## src/rtl/decode_regfile_stage_pkg.sv

```systemverilog
// -----------------------------------------------------------------------------
// decode_regfile_stage_pkg
// Shared constants and types for the decode-side register file stage.
//   XLEN     : datapath width
//   NREGS    : number of architectural registers
//   AW       : register index width (NREGS == 2**AW)
//   ZERO_REG : index of the hard-wired zero register
//   idex_t   : contents of the ID/EX pipeline register
// -----------------------------------------------------------------------------
package decode_regfile_stage_pkg;

    localparam int XLEN  = 32;
    localparam int NREGS = 32;
    localparam int AW    = 5;

    localparam logic [AW-1:0] ZERO_REG = '0;

    typedef struct packed {
        logic [XLEN-1:0] rs1Data;
        logic [XLEN-1:0] rs2Data;
        logic [AW-1:0]   rs1;
        logic [AW-1:0]   rs2;
        logic [AW-1:0]   rd;
        logic            valid;
    } idex_t;

endpackage

```

## src/rtl/decode_regfile_stage_if.sv

```systemverilog
// -----------------------------------------------------------------------------
// decode_regfile_stage_if
// Writeback result bus travelling from the writeback stage back to decode.
//   RdD         : writeback destination register
//   ResultD     : writeback data
//   RegWriteEnD : writeback write enable
// Modports: master = writeback stage (drives), slave = decode stage (consumes).
// -----------------------------------------------------------------------------
interface decode_regfile_stage_if;
    import decode_regfile_stage_pkg::*;

    logic [AW-1:0]   RdD;
    logic [XLEN-1:0] ResultD;
    logic            RegWriteEnD;

    modport master (output RdD, output ResultD, output RegWriteEnD);
    modport slave  (input  RdD, input  ResultD, input  RegWriteEnD);

endinterface

```

## src/rtl/decode_regfile_stage_reg_file_2r1w.sv

```systemverilog
// -----------------------------------------------------------------------------
// reg_file_2r1w
// Architectural register file: two combinational read ports, one write port.
// Register 0 reads as zero and ignores writes. A write in the same cycle as a
// read of the same (non-zero) index is bypassed to the read port.
//   clk, rst          : clock, synchronous active-low clear of all registers
//   wrAddr/Data/En    : write port, committed at the rising edge
//   rdAddr1, rdAddr2  : read addresses
//   rdData1, rdData2  : read data (bypassed)
// -----------------------------------------------------------------------------
module reg_file_2r1w
    import decode_regfile_stage_pkg::*;
#(
    parameter int XLEN  = 32,
    parameter int NREGS = 32,
    parameter int AW    = 5
) (
    input  logic            clk,
    input  logic            rst,
    input  logic [AW-1:0]   wrAddr,
    input  logic [XLEN-1:0] wrData,
    input  logic            wrEn,
    input  logic [AW-1:0]   rdAddr1,
    input  logic [AW-1:0]   rdAddr2,
    output logic [XLEN-1:0] rdData1,
    output logic [XLEN-1:0] rdData2
);

    if (NREGS != (1 << AW)) begin : gBadSize
        $error("reg_file_2r1w: NREGS must equal 2**AW");
    end

    logic [XLEN-1:0] regs [NREGS];
    logic            writeHit;

    // A write to the zero register is dropped before it reaches storage or bypass.
    assign writeHit = wrEn && (wrAddr != AW'(ZERO_REG));

    // NOTE: the array is cleared on reset because the architecture defines every
    // register as 0 after reset; this rules out a RAM macro without reset.
    always_ff @(posedge clk) begin
        if (!rst) begin
            for (int i = 0; i < NREGS; i++) begin
                // NOTE: sequential state uses non-blocking assignment so all
                // registers update together at the edge, independent of order.
                regs[i] <= '0;
            end
        end else if (writeHit) begin
            regs[wrAddr] <= wrData;
        end
    end

    function automatic logic [XLEN-1:0] readPort(input logic [AW-1:0] addr);
        if (addr == AW'(ZERO_REG)) begin
            return '0;
        end else if (writeHit && (addr == wrAddr)) begin
            return wrData;
        end else begin
            return regs[addr];
        end
    endfunction

    always_comb begin
        rdData1 = readPort(rdAddr1);
        rdData2 = readPort(rdAddr2);
    end

endmodule

```

## src/rtl/decode_regfile_stage.sv

```systemverilog
// -----------------------------------------------------------------------------
// decode_regfile_stage
// Commits the writeback bus into the register file, reads both source operands
// for the decode instruction (with same-cycle write bypass) and registers them
// into the ID/EX pipeline register.
//   clk, rst         : clock, synchronous active-low reset
//   wbBus (slave)    : RdD / ResultD / RegWriteEnD writeback bus
//   Rs1D, Rs2D, RdInD: register indices of the decode instruction
//   ValidD           : decode slot holds a real instruction
//   StallE, FlushE   : ID/EX hold and bubble controls (flush wins)
//   Rs1DataE..ValidE : registered ID/EX outputs
// -----------------------------------------------------------------------------
module decode_regfile_stage
    import decode_regfile_stage_pkg::*;
(
    input  logic                   clk,
    input  logic                   rst,
    decode_regfile_stage_if.slave  wbBus,
    input  logic [AW-1:0]          Rs1D,
    input  logic [AW-1:0]          Rs2D,
    input  logic [AW-1:0]          RdInD,
    input  logic                   ValidD,
    input  logic                   StallE,
    input  logic                   FlushE,
    output logic [XLEN-1:0]        Rs1DataE,
    output logic [XLEN-1:0]        Rs2DataE,
    output logic [AW-1:0]          Rs1E,
    output logic [AW-1:0]          Rs2E,
    output logic [AW-1:0]          RdE,
    output logic                   ValidE
);

    logic [XLEN-1:0] op1;
    logic [XLEN-1:0] op2;
    idex_t           idexNext;
    idex_t           idexQ;

    // Register writes ignore StallE/FlushE so a writeback is never lost.
    reg_file_2r1w #(
        .XLEN  (XLEN),
        .NREGS (NREGS),
        .AW    (AW)
    ) uRegFile (
        .clk     (clk),
        .rst     (rst),
        .wrAddr  (wbBus.RdD),
        .wrData  (wbBus.ResultD),
        .wrEn    (wbBus.RegWriteEnD),
        .rdAddr1 (Rs1D),
        .rdAddr2 (Rs2D),
        .rdData1 (op1),
        .rdData2 (op2)
    );

    // NOTE: every field is assigned on every path through this block, so no
    // latch is inferred.
    always_comb begin
        idexNext.rs1Data = op1;
        idexNext.rs2Data = op2;
        idexNext.rs1     = Rs1D;
        idexNext.rs2     = Rs2D;
        idexNext.rd      = RdInD;
        idexNext.valid   = ValidD;
    end

    // Priority: reset, then flush (bubble), then stall (hold), then capture.
    // A held entry deliberately keeps stale operand data; the execute-stage
    // hazard unit forwards any newer value.
    always_ff @(posedge clk) begin
        if (!rst) begin
            idexQ <= '0;
        end else if (FlushE) begin
            idexQ <= '0;
        end else if (!StallE) begin
            idexQ <= idexNext;
        end
    end

    assign Rs1DataE = idexQ.rs1Data;
    assign Rs2DataE = idexQ.rs2Data;
    assign Rs1E     = idexQ.rs1;
    assign Rs2E     = idexQ.rs2;
    assign RdE      = idexQ.rd;
    assign ValidE   = idexQ.valid;

endmodule

```

## src/flat_wrapper.sv

```systemverilog
// flat-port wrapper written by rule: the top's interface ports become plain ports
module decode_regfile_stage_flat import decode_regfile_stage_pkg::*;
  (clk, rst, Rs1D, Rs2D, RdInD, ValidD, StallE, FlushE, Rs1DataE, Rs2DataE, Rs1E, Rs2E, RdE, ValidE, wbBus_RdD, wbBus_ResultD, wbBus_RegWriteEnD);
  decode_regfile_stage_if wbBus_i ();
  input  logic clk;
  input  logic rst;
  input  logic [AW-1:0] Rs1D;
  input  logic [AW-1:0] Rs2D;
  input  logic [AW-1:0] RdInD;
  input  logic ValidD;
  input  logic StallE;
  input  logic FlushE;
  output logic [XLEN-1:0] Rs1DataE;
  output logic [XLEN-1:0] Rs2DataE;
  output logic [AW-1:0] Rs1E;
  output logic [AW-1:0] Rs2E;
  output logic [AW-1:0] RdE;
  output logic ValidE;
  input wire logic [$bits(wbBus_i.RdD)-1:0] wbBus_RdD;
  input wire logic [$bits(wbBus_i.ResultD)-1:0] wbBus_ResultD;
  input wire logic [$bits(wbBus_i.RegWriteEnD)-1:0] wbBus_RegWriteEnD;
  assign wbBus_i.RdD = wbBus_RdD;
  assign wbBus_i.ResultD = wbBus_ResultD;
  assign wbBus_i.RegWriteEnD = wbBus_RegWriteEnD;
  decode_regfile_stage u_core (.clk(clk), .rst(rst), .wbBus(wbBus_i), .Rs1D(Rs1D), .Rs2D(Rs2D), .RdInD(RdInD), .ValidD(ValidD), .StallE(StallE), .FlushE(FlushE), .Rs1DataE(Rs1DataE), .Rs2DataE(Rs2DataE), .Rs1E(Rs1E), .Rs2E(Rs2E), .RdE(RdE), .ValidE(ValidE));
endmodule
```

## config.mk

```make
export PLATFORM = sky130hd
export DESIGN_NAME = decode_regfile_stage_flat
export DESIGN_NICKNAME = d
export VERILOG_FILES = /design/src/rtl/decode_regfile_stage_pkg.sv /design/src/rtl/decode_regfile_stage_if.sv /design/src/rtl/decode_regfile_stage_reg_file_2r1w.sv /design/src/rtl/decode_regfile_stage.sv /design/src/flat_wrapper.sv
export SDC_FILE = /design/constraint.sdc
export NUM_CORES = 2
export LEC_CHECK = 0
export BUFFER_PORTS_ARGS = -buffer_cell sky130_fd_sc_hd__buf_2
export CAP_MARGIN = 40
export CORE_MARGIN = 2
export CORE_UTILIZATION = 50
export DETAILED_ROUTE_END_ITERATION = 8
export PLACE_DENSITY = 0.66
export SYNTH_ARGS = -nofsm -noshare
export SYNTH_HDL_FRONTEND = slang
export SYNTH_SLANG_ARGS = --single-unit
```

## constraint.sdc

```tcl
create_clock -name clk -period 9.87 [get_ports clk]
set_input_delay 1.974 -clock clk [delete_from_list [all_inputs] [get_ports clk]]
set_output_delay 1.974 -clock clk [all_outputs]
set_load 0.05 [all_outputs]
```

==> results_dict.tcl <==
set metrics [dict create \
    synthFlopType "edfxtp_1" \
    io_pins 138 \
    cts_hold_buf 0 \
    cts_setup_buffers 0 \
    fin_crit_ns 4.34 \
    htreeDepth 3 \
    final.setup_skew_ns 0.0161 \
    yosysTopAreaCellShare_pct 54.1 \
    ys_warn_count 0 \
    synthToLayoutAreaGrowth_pct 11.6 \
    gr-total-overflow 0 \
    placed_area_mm2 0.0595 \
    startpoint_type "input port" \
    rrSetupSlack_ns 8.01 \
    die_w_um 341 \
    path_class "in2reg" \
    fmax_mhz 231 \
    synthDistinctLibCells 36 \
    top_usage_layer "met2" \
    cp_cell_sequence "buf_8, buf_4, mux4_2, mux4_2, nand2b_1, nand3_1" \
    tritoncts "built" \
    regArea_mm2 0.0324 \
    clkLatencyLatePin_ns 0.71 \
    cts_sinks 1104 \
    p_switching_mw 2.76 \
    clk_path_buf_depth 3 \
    final_antenna_net_count 0 \
    antenna_found_initial 9 \
    final_cell_area_mm2 0.0634 \
    slowest_stage "buf_4" \
    ys_ff_latch 1104 \
    synthArstFlopShare_pct 0 \
    mostFrequentLayoutCells "edfxtp_1, and2_1, mux4_2, a22oi_1, nand2_1" \
    die_area_mm2 0.116 \
    rsz0062_at_grt "false" \
    grt_pass1_wl_mm 257 \
    synth_area_leaders "edfxtp_1, mux4_2, and2_1, dfxtp_1, a22oi_1" \
    num_rows 123 \
    ir_drop_v 0.000162 \
    die_h_um 341 \
    total_power_mw 11.2 \
    min_to "u_core.RdE[2]" \
    grt_max_degree 113 \
    combPwrFrac_pct 11.1 \
    initial_utilization_pct 50.4 \
    yosysSeqAreaShare_pct 56.9 \
    dp_hpwl_mm 101 \
    setup_viol_count_final 0 \
    tightest_slew_ns 1.11 \
    clkPwrFrac_pct 40.0 \
    max_stage_delay_ns 0.80 \
    reg2reg_depth 4 \
    port_buffers 137 \
    mostFrequentLayoutCell "edfxtp_1" \
    crit_top_cell "mux4_2" \
    grt_pass1_vias 35500 \
    gr-usage-met2_pct 50.2 \
    hold_class "reg2reg" \
    drive_gt1_share_pct 28.4 \
    r2r-start "u_core.uRegFile.regs[23][15]" \
    crit_family "buffers and inverters" \
    timing.setup.tns_ns 0 \
    cts_resized 0 \
    use_met3_pct 6.67 \
    dr.pass1.iters 6 \
    yosys.area.top_type "edfxtp_1" \
    syn_inst 3667 \
    post-route-util_pct 56.3 \
    status "finished, final reports clean" \
    p_sw_share_pct 24.6 \
    via_per_inst 6.61 \
    final-hold-violation-count 0 \
    cellLeakagePower_nw 21.8 \
    worstReg2RegEnd "u_core.Rs2DataE[15]" \
    avgSynthCellArea_um2 15.5 \
    root_buffer "clkbuf_16" \
    critPathBufInv 2 \
    intPower_mw 8.48 \
    cts-buffers-inserted 119 \
    post_drt_wl_per_cell_um 34.1 \
    multi_input_area_mm2 0.0234 \
    pwr_density_cell_mw_per_mm2 177 \
    vias 34900 \
    gp_congestion 0.848 \
    p_seq_share_pct 48.9 \
    critPathRequiredTime_ns 10.46 \
    slew_violations 0 \
    gr-usage-met1_pct 41.8 \
    coreArea_mm2 0.113 \
    hold_start "u_core.RdE[2]" \
    clk_pin_slew_ns 0.06 \
    totalWireLength_mm 180 \
    drc 0 \
    worstPathMaxFanout 70 \
    maxSlewHeadroom_pct 25.8 \
    fin_nets 3729 \
    cap_violations 0 \
    drtIter0Drc 4922 \
    worstPathArrival_ns 4.92 \
    num-fill-cells 8804 \
    hold_depth 2 \
    end_kind "flop" \
    syn-cell-area_mm2 0.0568 \
    grt_usage_pct 31.1 \
    min_period_over_period_pct 43.9 \
    synth-edff-count 1024 \
]
[through the flow]
| step | setup WS [ns] | cells | hold slack [ns] |
|---|---|---|---|
| 2_1_floorplan | 4.28 | 3698 | 0.746 |
| 6_report | 5.53 | 5281 | 0.491 |
| 4_1_cts | 5.52 | 5273 | 0.493 |
| 3_5_place_dp | 4.77 | 5050 | 0.478 |
| 5_1_grt | 5.37 | 5274 | 0.520 |
| 3_3_place_gp | 4.76 | 5033 | 0.468 |
[Yosys cell counts (all sizes together), types with 3 or more instances]
cell type and instances:
o21ai 33, edfxtp 1024, dfxtp 80, nand2b 63
nand3 65, and2 994, buf 123, mux4 574
xnor2 10, nand2 131, a22oi 194, nor2b 4
o31ai 3, clkbuf 272, nor2 52, nor4 6
nand3b 3, mux2i 16
[power by group through the flow]
| stage | sequential [mW] | combinational (mW) | clock, mW |
|---|---|---|---|
| after floorplan | 5.60 | 0.768 | 0 |
| after global placement | 5.57 | 1.22 | 0 |
| after detailed placement | 5.59 | 1.23 | 0 |
| after CTS | 5.50 | 1.24 | 4.52 |
| after global routing | 5.53 | 1.28 | 4.70 |
| final | 5.50 | 1.24 | 4.50 |
[how the worst max path moves through the flow]
stage	startpoint	to	slack (ns)	cells past startpoint
after floorplan	wbBus_RdD[0]	u_core.uRegFile.regs[12][0]	4.28	4
after detailed placement	Rs1D[0]	u_core.Rs1DataE[15]	4.77	6
after global routing	Rs1D[0]	u_core.Rs1DataE[15]	5.37	6
after global placement	Rs1D[0]	u_core.Rs1DataE[15]	4.76	6
after CTS	Rs1D[0]	u_core.Rs1DataE[15]	5.52	6
final	Rs1D[0]	u_core.Rs1DataE[15]	5.53	6
[worst register-to-register path: cells and delay by family, from the launching register on]
kind	cells	cell delay (ns)
flip-flops	1	0.41
AND/OR/NAND/NOR	2	0.31
multiplexers	2	1.02
[final cells by class]
class / instances / area share [%]
flip-flops and latches: 1104 / 51.0
multi-input cells: 2197 / 36.9
clock buffers: 154 / 5.08
well taps: 1500 / 2.96
repair buffers: 247 / 2.91
clock inverters: 69 / 1.03
diodes: 8 / 0.0316
inverters: 2 / 0.0118
[metal layers]
metal,share of wire (%),vias up
li1,-,14100
met1,37,18100
met2,48,2316
met3,11,424
met4,4.1,8
met5,0.026,-
[registers in the layout, summed over array words and instances, names as in the netlist]
register,flops
u_core.Rs1E,5
u_core.Rs2DataE,32
u_core.Rs1DataE,32
u_core.RdE,5
u_core.Rs2E,5
u_core.uRegFile.regs,1024
u_core.ValidE,1
[logic make-up (layout without fill, tap and decap cells)]
kind of cell / count (synthesis) / in the layout / share of synthesized area (%)
muxes: 590 / 590 / 23.0
DFF: 1104 / 1104 / 56.9
and+or+nand+nor: 1327 / 1327 / 13.7
xor gates and xnor gates: 10 / 10 / 0.154
other: 1 / 40 / 0.00660
AOI/OAI and AO/OA: 238 / 238 / 3.04
buffers and inverters: 397 / 472 / 3.10
No activity file was read; power rests on OpenSTA's default activity.
